**config.mk**
```make
export PLATFORM = sky130hd
export DESIGN_NAME = leaf_user_in_fifo
export DESIGN_NICKNAME = d
export VERILOG_FILES = /design/src/rtl/leaf_pkg.sv /design/src/rtl/leaf_lutram_sdp.sv /design/src/rtl/leaf_user_in_fifo.sv
export SDC_FILE = /design/constraint.sdc
export NUM_CORES = 1
export LEC_CHECK = 0
export CAP_MARGIN = 10
export CORE_MARGIN = 2
export CORE_UTILIZATION = 48
export DETAILED_ROUTE_END_ITERATION = 8
export DONT_BUFFER_PORTS = 1
export GPL_ROUTABILITY_DRIVEN = 0
export PLACE_DENSITY = 0.62
export SETUP_SLACK_MARGIN = 0.2
export SLEW_MARGIN = 5
export SYNTH_ARGS = -nofsm -noshare
export SYNTH_HDL_FRONTEND = slang
export SYNTH_SLANG_ARGS = --single-unit
```
**constraint.sdc**
```tcl
create_clock -name clk_user -period 5.9 [get_ports clk_user]
set_clock_uncertainty 0.2 [all_clocks]
set_input_delay 0.295 -clock clk_user [delete_from_list [all_inputs] [get_ports clk_user]]
set_output_delay 0.295 -clock clk_user [all_outputs]
set_load 0.005 [all_outputs]
```
**src/rtl/leaf_pkg.sv**
```systemverilog
// +--------------------------------------------------------------------------+
// | leaf_pkg : constants shared by the leaf datapath blocks                  |
// | Rev 1.0                                                                  |
// +--------------------------------------------------------------------------+
`default_nettype none

package leaf_pkg;

   localparam int LEAF_PAYLOAD_BITS    = 32;
   localparam int LEAF_USER_FIFO_DEPTH = 16;

   // Occupancy counters need one bit more than the pointers to represent "full".
   function automatic int leaf_cnt_bits(input int depth);
      return $clog2(depth) + 1;
   endfunction

endpackage : leaf_pkg

`default_nettype wire

```
**src/rtl/leaf_lutram_sdp.sv**
```systemverilog
// +--------------------------------------------------------------------------+
// | leaf_lutram_sdp : simple dual-port LUTRAM, sync write / async read        |
// | Rev 1.0                                                                  |
// +--------------------------------------------------------------------------+
`default_nettype none

module leaf_lutram_sdp
   import leaf_pkg::*;
#(
   parameter int WIDTH     = LEAF_PAYLOAD_BITS,
   parameter int DEPTH     = LEAF_USER_FIFO_DEPTH,
   parameter int ADDR_BITS = $clog2(DEPTH)
)(
   input  logic                 clk,
   input  logic                 we,
   input  logic [ADDR_BITS-1:0] waddr,
   input  logic [WIDTH-1:0]     wdata,
   input  logic [ADDR_BITS-1:0] raddr,
   output logic [WIDTH-1:0]     rdata
);

   logic [WIDTH-1:0] mem [DEPTH];

   // Storage carries no reset so it maps onto distributed RAM.
   always_ff @(posedge clk) begin
      if (we) begin
         mem[waddr] <= wdata;
      end
   end

   assign rdata = mem[raddr];

endmodule : leaf_lutram_sdp

`default_nettype wire

```
**src/rtl/leaf_user_in_fifo.sv**
```systemverilog
// +--------------------------------------------------------------------------+
// | leaf_user_in_fifo : FWFT elastic input buffer, leaf_interface -> kernel   |
// | Optional statistics outputs enabled by LEAF_USER_FIFO_STATS_EN.          |
// | Rev 1.0                                                                  |
// +--------------------------------------------------------------------------+
`default_nettype none

module leaf_user_in_fifo
   import leaf_pkg::*;
#(
   parameter int PAYLOAD_BITS = LEAF_PAYLOAD_BITS,
   parameter int DEPTH        = LEAF_USER_FIFO_DEPTH,
   parameter int CNT_BITS     = leaf_cnt_bits(DEPTH)
)(
   input  logic                    clk_user,
   input  logic                    reset_n,
   input  logic [PAYLOAD_BITS-1:0] din_interface,
   input  logic                    vld_interface,
   output logic                    ack_user,
   output logic [PAYLOAD_BITS-1:0] dout_user,
   output logic                    empty_n_user,
   input  logic                    read_user,
   output logic [CNT_BITS-1:0]     level
`ifdef LEAF_USER_FIFO_STATS_EN
   ,
   output logic [CNT_BITS-1:0]     max_level,
   output logic                    err_underflow
`endif
);

   localparam int                  PTR_BITS   = $clog2(DEPTH);
   localparam logic [CNT_BITS-1:0] FULL_LEVEL = CNT_BITS'(DEPTH);

   logic [PTR_BITS-1:0] wr_ptr;
   logic [PTR_BITS-1:0] rd_ptr;
   logic [CNT_BITS-1:0] level_next;
   logic                wr_en;
   logic                rd_en;

   assign wr_en = vld_interface & ack_user;
   assign rd_en = read_user & empty_n_user;

   always_comb begin
      level_next = level + CNT_BITS'(wr_en) - CNT_BITS'(rd_en);
   end

   // Flags come from level_next so they are registered alongside level itself;
   // a read at full therefore only re-opens ack on the following cycle.
   always_ff @(posedge clk_user or negedge reset_n) begin
      if (!reset_n) begin
         wr_ptr       <= '0;
         rd_ptr       <= '0;
         level        <= '0;
         empty_n_user <= 1'b0;
         ack_user     <= 1'b0;
      end else begin
         if (wr_en) wr_ptr <= wr_ptr + 1'b1;
         if (rd_en) rd_ptr <= rd_ptr + 1'b1;
         level        <= level_next;
         empty_n_user <= (level_next != '0);
         ack_user     <= (level_next != FULL_LEVEL);
      end
   end

   leaf_lutram_sdp #(
      .WIDTH     (PAYLOAD_BITS),
      .DEPTH     (DEPTH),
      .ADDR_BITS (PTR_BITS)
   ) u_ram (
      .clk   (clk_user),
      .we    (wr_en),
      .waddr (wr_ptr),
      .wdata (din_interface),
      .raddr (rd_ptr),
      .rdata (dout_user)
   );

`ifdef LEAF_USER_FIFO_STATS_EN
   always_ff @(posedge clk_user or negedge reset_n) begin
      if (!reset_n) begin
         max_level     <= '0;
         err_underflow <= 1'b0;
      end else begin
         if (level_next > max_level) max_level <= level_next;
         if (read_user && !empty_n_user) err_underflow <= 1'b1;
      end
   end
`endif

endmodule : leaf_user_in_fifo

`default_nettype wire

```
---- After elaboration in Yosys (flattened, before gate mapping) ----
Memory sizes are Yosys's and may differ from the RTL's.
Cells that the tools add are included.
cells by class
  add/sub/neg operators ................... 4
  eq/ne operators ......................... 1
  mux-type cells .......................... 2
  bitwise logic cells ..................... 2
  reductions and logical operators ........ 1
operators with widths
  operator             count
  $add 4x1->4 const B  2
  $add 5x1->5          1
  $ne 5x5->1 const B   1
  $reduce_bool 5->1    1
  $sub 5x1->5          1
  $and 1x1->1          2
  $mux 1               2
word-level totals
  register bits after elaboration ......... 15
  RAM bits ................................ 512
  bits of input ports ..................... 36
  logic and storage cells ................. 16
  memories kept ........................... 1
memories
  name       depth  width  rd ports  clocked after memory_dff  write ports  RTL line               source
  u_ram.mem  16     32     1         0                         1            leaf_lutram_sdp.sv:22  logic [WIDTH-1:0] mem [DEPTH];

---- Longest topological paths before layout ----
Gate-level depths: netlist of the first run.
  word-level depth ........................ 4
  mapped depth ............................ 12

---- Hierarchy ----
Synthesis of the first run repeated with hierarchy kept, for this count alone.
second synthesis, totals
  cells, all modules ...................... 870
  area, all modules ....................... 19967.9 sq um
modules (own cells, without submodules)
  module             times used  cells an instance  area each (sq um)
  leaf_lutram_sdp    1           806                19213.4
  leaf_user_in_fifo  1           64                 754.5

---- Worst setup path after synthesis of the first run ----
No wires, ideal clock.
  path kind ............................... reg2reg
  start point ............................. register ack_user
  end point ............................... memory u_ram.mem[3][0] (netlist name), enable pin
  setup time .............................. 0.461 ns
  arrival ................................. 3.097 ns
  required time ........................... 5.239 ns
  slack ................................... 2.142 ns
  cell stages (with the launch flop) ...... 5
  path buffers ............................ 1
  period minus slack after synthesis ...... 3.758 ns
  cells stage by stage .................... dfrtp_1 -> and2_1 -> clkbuf_1 -> nand2_1 -> nor3_1
on the way
  word-level cells in the longest chain between the ends .. 3
ends and longest elaborated chain
  item                          RTL line                 source
  start, declared               leaf_user_in_fifo.sv:19  output logic ack_user,
  start signal, assigned        leaf_user_in_fifo.sv:61  ack_user <= (level_next != FULL_LEVEL);
  $and 1x1->1                   leaf_user_in_fifo.sv:40  assign wr_en = vld_interface & ack_user;
  $mux 1                        leaf_lutram_sdp.sv:26    if (we) begin
  $mux 1 (not written as such)  leaf_lutram_sdp.sv:27    mem[waddr] <= wdata;
  end, declared                 leaf_lutram_sdp.sv:22
No other way between the ends.

---- Final worst setup path of the first run ----
  start point ............................. register rd_ptr[0]
  end point ............................... output port dout_user[13]
on the way
  word-level cells in the longest chain between the ends .. 1
ends and longest elaborated chain
  item                    RTL line                 source
  start, declared         leaf_user_in_fifo.sv:35  logic [PTR_BITS-1:0] rd_ptr;
  start signal, assigned  leaf_user_in_fifo.sv:58  if (rd_en) rd_ptr <= rd_ptr + 1'b1;
  $mem_v2 16x32           -
  end, declared           leaf_user_in_fifo.sv:20  output logic [PAYLOAD_BITS-1:0] dout_user,
No other way between the ends.

==> run summary, run 1 <==
The flow ran to the end, and the final reports show no timing, DRC or antenna violations. The largest fanout of any net on the critical path is 33. The dominant delay contributor by cell family on the critical path is flip-flops. The final design instance area without fill is 0.0228 mm^2. The met1 wire length is around 18,000 um.

The area share of the leading cell type in the synthesized netlist came out at 76.9%. The routed length on met3 came out at between 2000 and 2500 um. The critical path starts at rd_ptr[0]. The critical path buffer and inverter count is 1. The worst setup path is captured at a primary output. The die is 208 um tall.

The kind of critical path is reg -> out. The count of unresolved DRC violations after routing came out at 0. The DRC violation total after the first TritonRoute iteration came out at 687. The maximum clock frequency came out at ~0.28 GHz. Traced cell by cell, the critical path runs through buf_4, mux4_2, a22oi_1, nand2_1. The number of setup violations in the final report came out at 0. The total negative slack is 0 ns. The final period demand of the worst path came out at ~3.5 ns. The relative slew slack is 39.6%. The part of the Yosys area used for sequential elements is 78.7%.

In this run the worst hold path is classified as in -> async. Dividing the detail-routed via count by the number of cells gives 5.93. The static leakage power came out at 7.24 nW.

The flip-flop cell with the highest count after synthesis is edfxtp_1. In this run the post-CTS setup repair buffer count came out at 0. Setup repair after global routing left no endpoint under its margin.

By count the netlist is led by 512 x edfxtp_1, 128 x mux4_2, 64 x a22oi_1, 39 x nand2_1, 23 x clkbuf_1. Routed signal wires occupy layers up through met5. The warning count from the yosys run came out at 0. The global-route wire length before repair came out at 62,400 um. The library cell occupying the most area in the post-synthesis netlist is edfxtp_1. The number of sinks on the clock net is 527.

In this run, synthesis inferred 512 flip-flops with an integrated enable. At the placement stage, the worst setup path has a slack of 2.89 ns. The maximum number of pins on one net before global-route repair came out at 73. For this run, the detailed router's first-pass iteration total came to 4.

The core area came out at roughly 0.04 mm^2. Data on the critical path is required at its endpoint by 5.41 ns. Buffers placed on the I/O ports in this run total 0. The sum of routed wire length over all layers came out at ~42,000 um. The number of global-route vias before repair came out at 9,461. The total nets after synthesis is 926.

TritonCTS built the clock tree. The final HPWL from detailed placement is 21,500 um. The pin slew with the least headroom to its limit is 0.906 ns. The floorplan has 74 rows. The aggregate global-route resource usage is 19.8%. The fraction of layout instances using a drive strength above 1 is approximately a quarter. The worst path meets setup with 2.39 ns of slack.

Of all flip-flops after synthesis, the portion carrying an async set or reset was 2.85%. The clock transition at the register clock pins on the worst setup and hold paths after CTS is 0.06 ns. The average cell area after synthesis came out at 22.8 um^2. The number of clock buffers added by TritonCTS is 52.

The aggregate global routing overflow is 0. The max capacitance violation total came out at 0. The synthesized design contains 527 register bits. The portion of the clock cycle consumed by the worst path in the final layout is between 50% and 60%.

The deepest clock path buffer count came out at 3. The data arrival at the endpoint of the critical path came out at 3.01 ns. The initial utilization of the core area, before any placement, comes to about 49%. The die covers 0.0433 mm^2. The power per standard cell area came out at 473 mW/mm^2. For this run, the slowest stage of the critical path takes roughly 0.87 ns.

The level count of the clock H-tree came out at 2. The worst-skew pair later-pin latency is 0.59 ns. Clock tree synthesis selected as its root buffer the cell clkbuf_16. The summed instance area of the synthesized netlist is approximately 0.020 mm^2. The utilization of the core after routing came out at between 50 and 60%. The max-slew violation total from the final report came out at 0. The initial antenna violation count came out at 2. Counting every instance in the synthesized netlist gives 879. The total vias in the final route is 9,031. At the end of the flow, the number of nets in the layout was 995. The routed length per placed instance is 27.4 um. The die width came out at 208 um.

The I/O pin count came out at between 70 and 80. The highest ir drop seen on vdd is 0.285 mV. The launching point of the worst reg2reg path is ack_user. The wire length on met2 is 20,800 um. Ranked by total cell area, the synthesized netlist is headed by edfxtp_1 77%, mux4_2 14%, a22oi_1 2.4%. STA classifies the critical path startpoint as a flip-flop. The layout overhead on the synthesized area came out at 13.9%. The number of antenna-violating nets in the routed design is 0. The count of final hold-check violations came out at 0. The cell with the largest stage delay on the worst path is dfrtp_4. Once placement finished, the instance area stood at 0.0208 mm^2. In the post-synthesis netlist, the cell with the most instances is edfxtp_1.

The netlist uses 29 different library cells.
[timing repair]
item                      in CTS  in global routing
resized for setup              0                  0
hold buffers                  35                  0
hold endpoints to repair     533                  0
[cells in the final DEF (no fill, tap or decap), types with 6 or more instances in the layout]
cell type      Yosys  layout
mux4_2           128     128
dfrtp_1           15      13
clkbuf_1          23      12
dlygate4sd3_1      0      35
xnor2_1            6       6
buf_4              6      26
nor2_4             0      13
ha_1              10      10
clkinv_2           0      11
a22oi_1           64      64
edfxtp_1         512     512
clkinv_1           0      11
nand2_1           39      39
clkbuf_16          0      52
inv_1             12      12
[flip-flops by register name, indices dropped and copies added (netlist names)]
signal        count
ack_user          1
level             5
rd_ptr            4
u_ram.mem       512
wr_ptr            4
empty_n_user      1
[where the power goes]
group | total (mW) | internal [mW] | switching, mW
Clock | 3.18 | 1.81 | 1.36
Combinational | 2.77 | 1.24 | 1.52
Sequential | 4.83 | 4.54 | 0.290
Total | 10.8 | 7.59 | 3.18
[stage by stage]
stage	hold WS (ns)	instances	power, mW
6_report	0.0148	1522	10.8
5_1_grt	0.0480	1521	11.3
4_1_cts	0.0165	1521	10.9
3_5_place_dp	-0.200	1391	7.69
3_3_place_gp	-0.200	1391	7.66
2_1_floorplan	-0.201	879	6.86
[path summary, 6_finish.rpt]
kind,slack (ns),endpoint,cells after the start
min in group clk_user,0.40,level[0],1
max reg2reg,2.99,empty_n_user,11
max,2.39,dout_user[13],4
min reg2reg,0.40,level[0],1
min,0.01,level[3],1
max in group asynchronous,4.93,rd_ptr[0],1
[cells by family (layout without fill, tap and decap cells)]
kind of cell	after synthesis	in the layout	synth area share, %
compound gates	70	70	2.60
xor+xnor	9	9	0.394
fa+ha+maj	11	11	0.726
buf+inv	60	170	1.45
flops	527	527	78.7
mux	130	130	14.5
other cells	0	1	0
simple gates	72	72	1.56
[routing by layer]
metal / vias up / GRT usage [%]
li1: 3838 / -
met1: 4909 / 27.7
met2: 230 / 32.3
met3: 52 / 4.24
met4: 2 / 4.71
met5: - / 0
[layout make-up]
cell class                 instances  area [um^2]
fill                            3044        18200
sequential                       527        15800
multi-input combinational        292         4100
clock buffer                      65         1360
tap                              532          666
timing repair buffer              63          586
clock inverter                    30          269
inverter                          12         45.0
antenna                            1         2.50
(Power assumes the default switching activity.)
==> inputs of run 2 (changes only) <==
Settings changed: PLACE_DENSITY 0.62 to 0.64.
Clock period 5.9 ns to 3.1 ns, I/O delays scaled along.
==> run 2 against run 1 <==
Sequential power up 85%. Flip-flop and latch count unchanged. Cell count up 2.1%. Routed wire length down 2.5%. Setup slack worse by 2.1 ns. Clock-buffer cell count down 2. Combinational power up 110%. Critical path type unchanged. Largest cell class unchanged.
==> run summary, run 2 (synthesis results as in run 1) <==
The number of setup violations in the final report is 0 (unchanged). The instance area at placement is 0.0211 mm^2 (+1.3%). The number of antenna-violating nets in the routed design is 0 (unchanged). The maximum number of pins on one net before global-route repair came out at 81 (+11%). The cell count after placement came out at 1,414 (+1.7%). In the final layout, the registers with the most flip-flops are u_ram.mem: 512 flops, level: 5 flops.

The deepest clock path buffer count is 3 (unchanged). The sum of routed wire length over all layers is 40,700 um (-2.5%). The final HPWL from detailed placement was 22,100 um (+3.0%). The switching part of the total came out at 29.2% (-0.33 points). The vias per cell came out at 5.83 (-1.8%).

The final period demand of the worst path came out at 2.76 ns. The DRC violation total after the first TritonRoute iteration came out at 804 (+17%). The initial antenna violation count came out at 3 (+1). The utilization of the core after routing is 56.6% (+1.0 points). The flow ran to the end, and the final reports show no timing, DRC or antenna violations.

The path type of the worst min-delay path is in -> reg. The setup slack after placement was 0.253 ns (-2.64 ns). The combinational share of power is 28.2% (+2.5 points). The die width came out at 208 um (unchanged). The global-route wire length before repair came out at 61,300 um (-1.7%). More flip-flops sit in one register than any other, and that register is u_ram.mem. The final design instance area without fill is 0.0232 mm^2 (+1.8%). The number of placement rows came to 74 (unchanged).

Setup repair after global routing left no endpoint under its margin. The aggregate global routing overflow is 0 (unchanged). The worst setup path is launched from a flip-flop. The layout overhead on the synthesized area came out at 16.0%.

The wire length on met2 came out at 20,200 um (-3.1%). TritonCTS built the clock tree. The root cell of the clock tree is clkbuf_16. The top cell types in the final layout, fill and taps aside, are 512 x edfxtp_1, 128 x mux4_2, 64 x a22oi_1, 55 x clkbuf_16, 45 x buf_4. The number of global-route vias before repair is 9,547 (+0.91%).

The highest ir drop seen on vdd is 0.703 mV (+150%). The cell-internal power is 14.9 mW (+96%). The total negative slack came out at 0 ns (unchanged). The required time of the critical path came out at 2.74 ns (-2.67 ns).

The die height is 208 um (unchanged). The total vias in the final route is 9,058 (+0.30%). The static leakage power was 7.46 nW (+3.1%). The maximum clock frequency came out at 0.362 GHz. STA classifies the critical path endpoint as a primary output. The effective utilization at floorplan was 48.8% (unchanged). The worst hold slack is 0.201 ns (+0.186 ns). The library cell used most frequently in the layout, excluding fill and tap cells, is edfxtp_1. The number of buffers created by CTS is 53 (+1.9%).

The area of the die was 0.0433 mm^2 (unchanged). The critical path buffer and inverter count came out at 2 (+1). The core area came out at 0.0410 mm^2 (unchanged). The total power after layout came to 21.0 mW (+95%). The max capacitance violation total came out at 0 (unchanged). The count of final hold-check violations is 0 (unchanged).

The count of unresolved DRC violations after routing was 0 (unchanged). The met1 wire length is 17,300 um (-3.7%). The delay contributed by the slowest stage of the critical path came out at 0.55 ns (-0.32 ns). The critical path goes through buf_12, buf_12, mux4_2, a22oi_1, nand2_1. The register share of total power came out at 42.6% (-2.2 points). The share of power burned in the clock network is 29.2% (-0.3 points). The worst-skew pair later-pin latency is 0.58 ns (about the same). The max-slew violation total from the final report is 0 (unchanged). The filler cell count in the final layout came out at 2,945 (-3.3%). The multi-input logic area is 0.00412 mm^2 (+0.67%). The number of buffer cells added on primary ports was 0 (unchanged). The pin slew with the least headroom to its limit is 0.754 ns (-0.152 ns).

On the critical path the largest part of the delay comes from multiplexers. The I/O pin count is 75 (unchanged). The final worst slack is 0.340 ns (-2.05 ns). The number of flip-flops in the largest register was 512 (unchanged). The non-filler instance count after layout is 1,554 (+2.1%).

The largest fanout of any net on the critical path came to 36 (+9.1%). The critical path is of the reg -> out type. The level count of the clock H-tree came out at 2 (unchanged).

The sequential cell area in the final layout is 0.0158 mm^2 (unchanged). The length of the first detailed-routing pass in iterations came to 5 (+1). The relative slew slack is 49.6% (+10 points).

The switching power was 6.12 mW (+93%). The aggregate global-route resource usage came out at 19.3% (-0.52 points). The fraction of layout instances using a drive strength above 1 came out at 27.7% (+2.3 points). The data arrival at the endpoint of the critical path was 2.41 ns (-0.60 ns). The routed length on met3 is 2380 um (+9.0%).

The portion of the clock cycle consumed by the worst path in the final layout came out at about nine tenths. The routed length per placed instance is 26.2 um (-4.5%). The power per standard cell area is 905 mW/mm^2 (+91%). The cell with the largest stage delay on the worst path is mux4_2.

The clock transition at the register clock pins on the worst setup and hold paths after CTS is 0.06 ns (about the same). The number of sinks on the clock net came out at 527 (unchanged). Counting stages on the worst path, the most repeated cell is buf_12.

The detailed router used layers up to and including met5. The total number of nets in the final design is 1,025 (+3.0%).
-- run 2: worst register-to-register path: cells and delay by family (launching register included) --
family | cells | cell delay (ns)
buffers and inverters | 2 | 0.12
adders and majority gates | 3 | 0.99
AOI/OAI and AO/OA | 1 | 0.25
muxes | 1 | 0.22
DFF | 1 | 0.39
and+or+nand+nor | 3 | 0.48
-- run 2: worst paths after layout --
| kind | from | endpoint | slack [ns] | cells past startpoint |
|---|---|---|---|---|
| min in group asynchronous | reset_n | wr_ptr[0] | 0.42 | 2 |
| hold / removal | vld_interface | wr_ptr[0] | 0.20 | 3 |
| setup reg to reg | empty_n_user | empty_n_user | 0.35 | 10 |
| hold reg to reg | level[0] | level[0] | 0.40 | 1 |
| max in group asynchronous | reset_n | rd_ptr[0] | 1.76 | 2 |
| setup / recovery | rd_ptr[0] | dout_user[21] | 0.34 | 5 |
-- run 2: power by group through the flow --
stage / sequential (mW) / clock (mW) / combinational (mW)
after floorplan: 8.95 / 0 / 4.12
after global placement: 9.16 / 0 / 5.62
after detailed placement: 9.20 / 0 / 5.67
after CTS: 8.94 / 6.27 / 6.06
after global routing: 9.00 / 6.56 / 6.42
final: 8.93 / 6.14 / 5.92
-- run 2: metal layers --
layer | vias to the layer above | global-route usage, %
met2 | 244 | 31.7
li1 | 3902 | -
met1 | 4849 | 26.5
met3 | 61 | 4.17
met5 | - | 0
met4 | 2 | 5.06
-- run 2: layout make-up --
cell class	instances	share of cell area, %
inverter	12	0.194
clock buffer	63	6.06
antenna	2	0.0216
tap	532	2.87
clock inverter	34	1.16
sequential	527	67.9
timing repair buffer	92	3.99
multi-input combinational	292	17.8
-- run 2: what timing repair did --
| item | 4_1_cts | 5_1_grt |
|---|---|---|
| hold endpoints to repair | 534 | 0 |
| setup buffers | 4 | 1 |
| hold buffers | 36 | 0 |
| gates resized for setup | 0 | 2 |
| gates cloned | 0 | 0 |
| endpoints found under the setup margin | 29 | 2 |
